**config.mk**
```make
export PLATFORM = sky130hd
export DESIGN_NAME = fs_serial_4bit_flat
export DESIGN_NICKNAME = d
export VERILOG_FILES = /design/src/rtl/fs_serial_4bit_if.sv /design/src/rtl/fs_serial_4bit.sv /design/src/flat_wrapper.sv
export SDC_FILE = /design/constraint.sdc
export NUM_CORES = 1
export LEC_CHECK = 0
export CAP_MARGIN = 10
export CORE_MARGIN = 2
export CORE_UTILIZATION = 30
export CTS_CLUSTER_DIAMETER = 120
export DETAILED_ROUTE_END_ITERATION = 16
export PLACE_DENSITY = 0.59
export SLEW_MARGIN = 5
export SYNTH_ARGS = -nofsm -noshare
export SYNTH_HDL_FRONTEND = slang
export SYNTH_SLANG_ARGS = --single-unit
```
**constraint.sdc**
```tcl
create_clock -name clk -period 1.16 [get_ports clk]
set_input_delay 0.232 -clock clk [delete_from_list [all_inputs] [get_ports clk]]
set_output_delay 0.232 -clock clk [all_outputs]
set_load 0.01 [all_outputs]
```
**src/rtl/fs_serial_4bit_if.sv**
```systemverilog
// Operand/result handshake bundle for the bit-serial subtractor.
// The slave side is the subtractor; the master side feeds operands and takes results.
interface fs_serial_4bit_if #(
    parameter int unsigned WIDTH = 4
);
    logic             in_valid;
    logic             in_ready;
    logic [WIDTH-1:0] in1;
    logic [WIDTH-1:0] in2;
    logic             borrow_in;
    logic             out_valid;
    logic             out_ready;
    logic [WIDTH-1:0] diff;
    logic             borrow_out;

    modport master (
        output in_valid, in1, in2, borrow_in, out_ready,
        input  in_ready, out_valid, diff, borrow_out
    );

    modport slave (
        input  in_valid, in1, in2, borrow_in, out_ready,
        output in_ready, out_valid, diff, borrow_out
    );
endinterface

```
**src/rtl/fs_serial_4bit.sv**
```systemverilog
// Bit-serial subtractor: {borrow_out, diff} = in1 - in2 - borrow_in, one bit per clock,
// LSB first, through a single 1-bit full-subtractor cell.
module fs_serial_4bit #(
    parameter int unsigned WIDTH = 4
) (
    input logic           clk,
    input logic           rst_n,
    fs_serial_4bit_if.slave bus
);
    localparam int unsigned CntW = $clog2(WIDTH + 1);

    localparam logic [1:0] StIdle  = 2'd0;
    localparam logic [1:0] StShift = 2'd1;
    localparam logic [1:0] StDone  = 2'd2;

    logic [1:0]       state_q, state_d;
    logic [WIDTH-1:0] a_q, a_d;
    logic [WIDTH-1:0] b_q, b_d;
    logic             br_q, br_d;
    logic [CntW-1:0]  cnt_q, cnt_d;
    logic [WIDTH-1:0] diff_q, diff_d;
    logic             borrow_q, borrow_d;

    logic cell_a, cell_b, cell_d, cell_br;

    // One full-subtractor cell working on the current LSB of the operand shifters.
    always_comb begin
        cell_a  = a_q[0];
        cell_b  = b_q[0];
        cell_d  = cell_a ^ cell_b ^ br_q;
        cell_br = (~cell_a & cell_b) | (~(cell_a ^ cell_b) & br_q);
    end

    // Next-state: latch operands in idle, shift one bit per cycle, hold the result until taken.
    always_comb begin
        state_d  = state_q;
        a_d      = a_q;
        b_d      = b_q;
        br_d     = br_q;
        cnt_d    = cnt_q;
        diff_d   = diff_q;
        borrow_d = borrow_q;
        case (state_q)
            StIdle: begin
                if (bus.in_valid) begin
                    a_d     = bus.in1;
                    b_d     = bus.in2;
                    br_d    = bus.borrow_in;
                    cnt_d   = '0;
                    state_d = StShift;
                end
            end
            StShift: begin
                a_d              = a_q >> 1;
                b_d              = b_q >> 1;
                br_d             = cell_br;
                // Result enters at the MSB so bit i lands at diff[i] after WIDTH shifts.
                diff_d           = diff_q >> 1;
                diff_d[WIDTH-1]  = cell_d;
                cnt_d            = cnt_q + CntW'(1);
                if (cnt_q == CntW'(WIDTH - 1)) begin
                    borrow_d = cell_br;
                    state_d  = StDone;
                end
            end
            StDone: begin
                if (bus.out_ready) begin
                    state_d = StIdle;
                end
            end
            default: state_d = StIdle;
        endcase
    end

    // State registers; synchronous active-low reset aborts any operation in flight.
    always_ff @(posedge clk) begin
        if (!rst_n) begin
            state_q  <= StIdle;
            a_q      <= '0;
            b_q      <= '0;
            br_q     <= 1'b0;
            cnt_q    <= '0;
            diff_q   <= '0;
            borrow_q <= 1'b0;
        end else begin
            state_q  <= state_d;
            a_q      <= a_d;
            b_q      <= b_d;
            br_q     <= br_d;
            cnt_q    <= cnt_d;
            diff_q   <= diff_d;
            borrow_q <= borrow_d;
        end
    end

    // Handshake outputs; in_ready is masked while reset is held.
    always_comb begin
        bus.in_ready   = rst_n && (state_q == StIdle);
        bus.out_valid  = (state_q == StDone);
        bus.diff       = diff_q;
        bus.borrow_out = borrow_q;
    end
endmodule

```
**src/flat_wrapper.sv**
```systemverilog
// flat-port wrapper written by rule: the top's interface ports become plain ports
module fs_serial_4bit_flat 
#(
    parameter int unsigned WIDTH = 4
)
  (clk, rst_n, bus_in_valid, bus_in1, bus_in2, bus_borrow_in, bus_out_ready, bus_in_ready, bus_out_valid, bus_diff, bus_borrow_out);
  fs_serial_4bit_if #(.WIDTH(WIDTH)) bus_i ();
  input logic clk;
  input logic rst_n;
  input wire logic [$bits(bus_i.in_valid)-1:0] bus_in_valid;
  input wire logic [$bits(bus_i.in1)-1:0] bus_in1;
  input wire logic [$bits(bus_i.in2)-1:0] bus_in2;
  input wire logic [$bits(bus_i.borrow_in)-1:0] bus_borrow_in;
  input wire logic [$bits(bus_i.out_ready)-1:0] bus_out_ready;
  output wire logic [$bits(bus_i.in_ready)-1:0] bus_in_ready;
  output wire logic [$bits(bus_i.out_valid)-1:0] bus_out_valid;
  output wire logic [$bits(bus_i.diff)-1:0] bus_diff;
  output wire logic [$bits(bus_i.borrow_out)-1:0] bus_borrow_out;
  assign bus_i.in_valid = bus_in_valid;
  assign bus_i.in1 = bus_in1;
  assign bus_i.in2 = bus_in2;
  assign bus_i.borrow_in = bus_borrow_in;
  assign bus_i.out_ready = bus_out_ready;
  assign bus_in_ready = bus_i.in_ready;
  assign bus_out_valid = bus_i.out_valid;
  assign bus_diff = bus_i.diff;
  assign bus_borrow_out = bus_i.borrow_out;
  fs_serial_4bit #(.WIDTH(WIDTH)) u_core (.clk(clk), .rst_n(rst_n), .bus(bus_i));
endmodule
```
Yosys cells after proc, flatten, opt, wreduce, memory -nomap -nowiden --
Index checks and enable logic that the tools add are counted.
Cells by class: multiplexer cells 12, bitwise operators 7, equal/unequal tests 6, $add $sub $neg 1, reduce and logical (&&, ||, !) cells 6
Operator list (count):
- $pmux 4 s2 | 2
- $mux 4 | 2
- $mux 2 | 3
- $pmux 2 s3 | 1
- $pmux 3 s2 | 1
- $ne 2x2->1 const B | 2
- $reduce_and 2->1 | 2
- $add 3x1->3 const B | 1
- $eq 3x2->1 const B | 1
- $mux 3 | 1
- $reduce_and 3->1 | 1
- $and 1x1->1 | 2
- $eq 2x1->1 const B | 1
- $eq 2x2->1 const B | 1
- $logic_not 2->1 | 1
- $ne 2x1->1 const B | 1
- $not 1->1 | 2
- $pmux 1 s2 | 1
- $reduce_bool 2->1 | 1
- $xor 1x1->1 | 2
- $logic_and 1x1->1 | 1
- $mux 1 | 1
- $or 1x1->1 | 1
Storage, ports and cells: input bits 13, bits in registers 19, logic and storage cells 39, output and inout bits 7

Longest topological paths before layout --
depth after elaboration 5, depth in mapped cells 5, mapped depth without buffers 5

Least setup slack after synthesis --
OpenSTA, ideal clock, no wires.
kind flip-flop to flip-flop, from register u_core.b_q[0], to register u_core.diff_q[3], in the netlist u_core.bus.diff[3], library setup time 0.128 ns, cell stages (with the launch flop) 5, arrival time 0.977 ns, buffers on the path 0, path slack 0.055 ns, clock period less this slack 1.105 ns, data required time 1.032 ns, cells stage by stage dfxtp_1 -> inv_1 -> fa_1 -> mux2i_1 -> nor2_1
On the way: cells in the longest elaborated chain, start to end 2
Ends and longest elaborated chain:
- from (decl) | line fs_serial_4bit.sv:18 | logic [WIDTH-1:0] b_q, b_d;
- from (signal assigned) | line fs_serial_4bit.sv:80 | b_q <= '0;
- from (signal assigned) | line fs_serial_4bit.sv:88 | b_q <= b_d;
- $xor 1x1->1 (2 in a row) | line fs_serial_4bit.sv:30 | cell_d = cell_a ^ cell_b ^ br_q;
- via u_core.cell_d | line fs_serial_4bit.sv:24 | logic cell_a, cell_b, cell_d, cell_br;
- to (signal assigned) | line fs_serial_4bit.sv:91 | diff_q <= diff_d;
- to (decl) | line fs_serial_4bit.sv:21 | logic [WIDTH-1:0] diff_q, diff_d;
The timed path passes the listed nets, and every way through them passes these cells. A chain may end at the register's enable or synchronous reset.

Worst setup path after layout --
from register u_core.state_q[1], to output bus_in_ready
On the way: cells in the longest elaborated chain, start to end 2
Ends and longest elaborated chain:
- from (decl) | line fs_serial_4bit.sv:16 | logic [1:0] state_q, state_d;
- from (signal assigned) | line fs_serial_4bit.sv:78 | state_q <= StIdle;
- from (signal assigned) | line fs_serial_4bit.sv:86 | state_q <= state_d;
- $logic_not 2->1 | line fs_serial_4bit.sv:98 | bus.in_ready = rst_n && (state_q == StIdle);
- $logic_and 1x1->1 | line fs_serial_4bit.sv:98
- to (decl) | line flat_wrapper.sv:15 | output wire logic [$bits(bus_i.in_ready)-1:0] bus_in_ready;
Every way passes these cells.

==> results.py <==
metrics = {
    "run_status": {
        "status": "finished with violations",
        "violations": "negative setup slack",
    },
    "worst_setup_path": {
        "critical_path.startpoint": "u_core.state_q[1]",
        "path_class": "flop to primary output",
        "timing.rr.start": "u_core.state_q[1]",
        "cp.arrival_ns": 0.96,
        "path_max_fanout": 4,
        "critPathLaunchType": "flop",
        "cp-end-kind": "primary output",
        "cp_data_required_time_ns": 0.93,
    },
    "grt": {
        "grt_max_degree": 14,
        "grt_overflow": 0,
        "antenna_found_initial": 0,
        "grt_pass1_wl_mm": 2.90,
        "first_global_vias": 698,
        "track_usage_pct": 11.3,
    },
    "detailed_routing": {
        "ant_nets": 0,
        "drc": 0,
        "drt_wl_total_mm": 1.85,
        "vias": 736,
        "viasPerCell": 4.87,
        "drtPass1Iterations": 4,
        "drt_iter0_markers": 3,
        "routedWlPerCell_um": 12.3,
    },
    "logic_synthesis": {
        "yosysWarnings": 0,
        "netlist_top_cells_count": "19 x dfxtp_1, 12 x mux2i_1, 8 x o21ai_1, 7 x nor2_1, 7 x o211ai_1",
        "yosysMostFrequentCell": "dfxtp_1",
        "synth-edff-count": 0,
        "syn-mean-instance-area_um2": 9.36,
        "mappedNetlistArea_um2": 842,
        "synth_area_leaders": "dfxtp_1 45%, mux2i_1 14%, o211ai_1 6.2%",
        "synth.top_cell.area_share_pct": 45.2,
        "synth_nets": 106,
        "ys_seq_area_share_pct": 45.2,
        "async_flop_share_pct": 0,
        "yosysTopAreaCell": "dfxtp_1",
        "synthCells": 90,
        "synth_ff_type": "dfxtp_1",
        "ys_seq_elements": 19,
        "synth_cell_type_count": 24,
    },
    "sta": {
        "slew_headroom_pct": 78.6,
        "period_share_pct": 103,
        "tightest_slew_ns": 0.320,
        "rsz0062_at_grt": "true",
        "slew_viol_final": 0,
        "period_needed_ns": 1.19,
        "setup_viol": 3,
        "finClkSkew_ns": 0.00440,
        "setup_tns_ns": -0.0687,
        "fin_ws_ns": -0.0323,
        "fmax_mhz": 839,
        "finalHoldViolCount": 0,
    },
    "clock_tree": {
        "numCtsBuffers": 3,
        "clk_latency_ns": 0.30,
        "root_buffer": "clkbuf_4",
        "clk_pin_slew_ns": 0.10,
        "cts_tree": "built",
        "cts.sinks": 19,
        "htree_levels": 1,
        "cts_hold_buf": 0,
        "cts_buffer_depth": 2,
    },
    "run": {
        "max_cap_violations": 0,
    },
    "placement": {
        "post-dp-hpwl_mm": 1.27,
        "dp_slack_ns": -0.593,
        "gp_congestion": 0.695,
        "portBuffers": 19,
        "dp.cells": 145,
    },
    "floorplanning": {
        "io-pin-count": 20,
        "die_x_um": 57.0,
        "die_area_um2": 3250,
        "initial_core_util_pct": 31.1,
        "core_region_area_um2": 2710,
        "rows": 19,
        "die_y_um": 57.0,
    },
    "hold_path": {
        "hold_class": "flop to flop",
        "hold_start": "u_core.cnt_q[0]",
    },
    "cells_and_area": {
        "fill_cells": 302,
        "multi_input_area_um2": 463,
        "drive_above_1_share_pct": 35.0,
        "final_core_util_pct": 45.0,
        "design.final.nets": 137,
        "final-instance-count-excl-fill": 151,
        "n_antenna_cell": 0,
        "area_growth_syn_to_layout_pct": 44.9,
        "regArea_um2": 390,
    },
    "pwr": {
        "p_leak_nw": 0.485,
        "power_w": 0.00130,
        "power_density_nw_per_um2": 1060,
        "ir_drop_mv": 0.997,
    },
}
==> state kept, by name (all words and copies together) (netlist names) <==
register	flops
u_core.bus.diff	4
u_core.br_q	1
u_core.bus.borrow_out	1
u_core.b_q	4
u_core.cnt_q	3
u_core.state_q	2
u_core.a_q	4
==> power breakdown <==
part	switching [W]	internal, W
clock network	0.000205	0.000134
registers	0.0000248	0.000688
logic	0.000106	0.000138
==> logic make-up (layout without fill, tap and decap cells) <==
group / count (synthesis) / after routing / synth area share (%)
AOI/OAI and AO/OA: 24 / 24 / 17.7
adders and majority gates: 3 / 3 / 5.35
buffers and inverters: 12 / 42 / 6.09
DFF: 19 / 19 / 45.2
muxes: 12 / 12 / 14.3
and+or+nand+nor: 20 / 20 / 11.4
==> path summary, 6_finish.rpt <==
kind	endpoint	cells after the start	slack [ns]
setup / recovery	bus_in_ready	2	-0.03
hold / removal	u_core.cnt_q[0]	1	0.44
setup reg to reg	u_core.bus.diff[1]	5	-0.02
hold reg to reg	u_core.cnt_q[0]	1	0.44
==> metal layers <==
layer  vias to the layer above  GRT usage, %  routed length, um
li1                        374             -                  -
met1                       347          13.6                811
met2                        15          19.4                940
met3                         0          4.99                 99
met4                         0         0.997                  0
met5                         -             0                  0
==> repair_timing <==
item / in CTS / in global routing
endpoints found under the hold margin: 0 / 0
pin swaps: 2 / 4
gates resized for setup: 30 / 21
buffers inserted: 1 / 1
endpoints found under the setup margin: 22 / 16
==> stage by stage <==
step | hold slack, ns | instance area [um^2]
after detailed placement | 0.459 | 1120
final | 0.443 | 1220
after CTS | 0.447 | 1190
after floorplan | 0.382 | 842
after global placement | 0.450 | 1120
after global routing | 0.471 | 1220
==> critical path, cell delays in order, from the launching register on <==
cell and delay (ns):
dfxtp_2 0.35, nor3_2 0.15, buf_2 0.16
==> placed cells by master (no fill, tap or decap), drive strengths merged, types with 3 or more instances in the layout <==
| master | instances |
|---|---|
| inv | 7 |
| o21ai | 9 |
| mux2i | 12 |
| dfxtp | 19 |
| a21oi | 3 |
| nand2 | 6 |
| nor2 | 8 |
| o211ai | 7 |
| clkdlybuf4s50 | 11 |
| clkbuf | 8 |
| buf | 14 |
==> cell type report <==
type,instances,share of cell area [%]
Timing Repair Buffer,31,22.6
Sequential cell,19,32.0
Tap cell,31,3.18
Clock buffer,4,2.15
Multi-Input combinational cell,59,37.9
Inverter,7,2.15
Power figures use the tool's default switching activity.
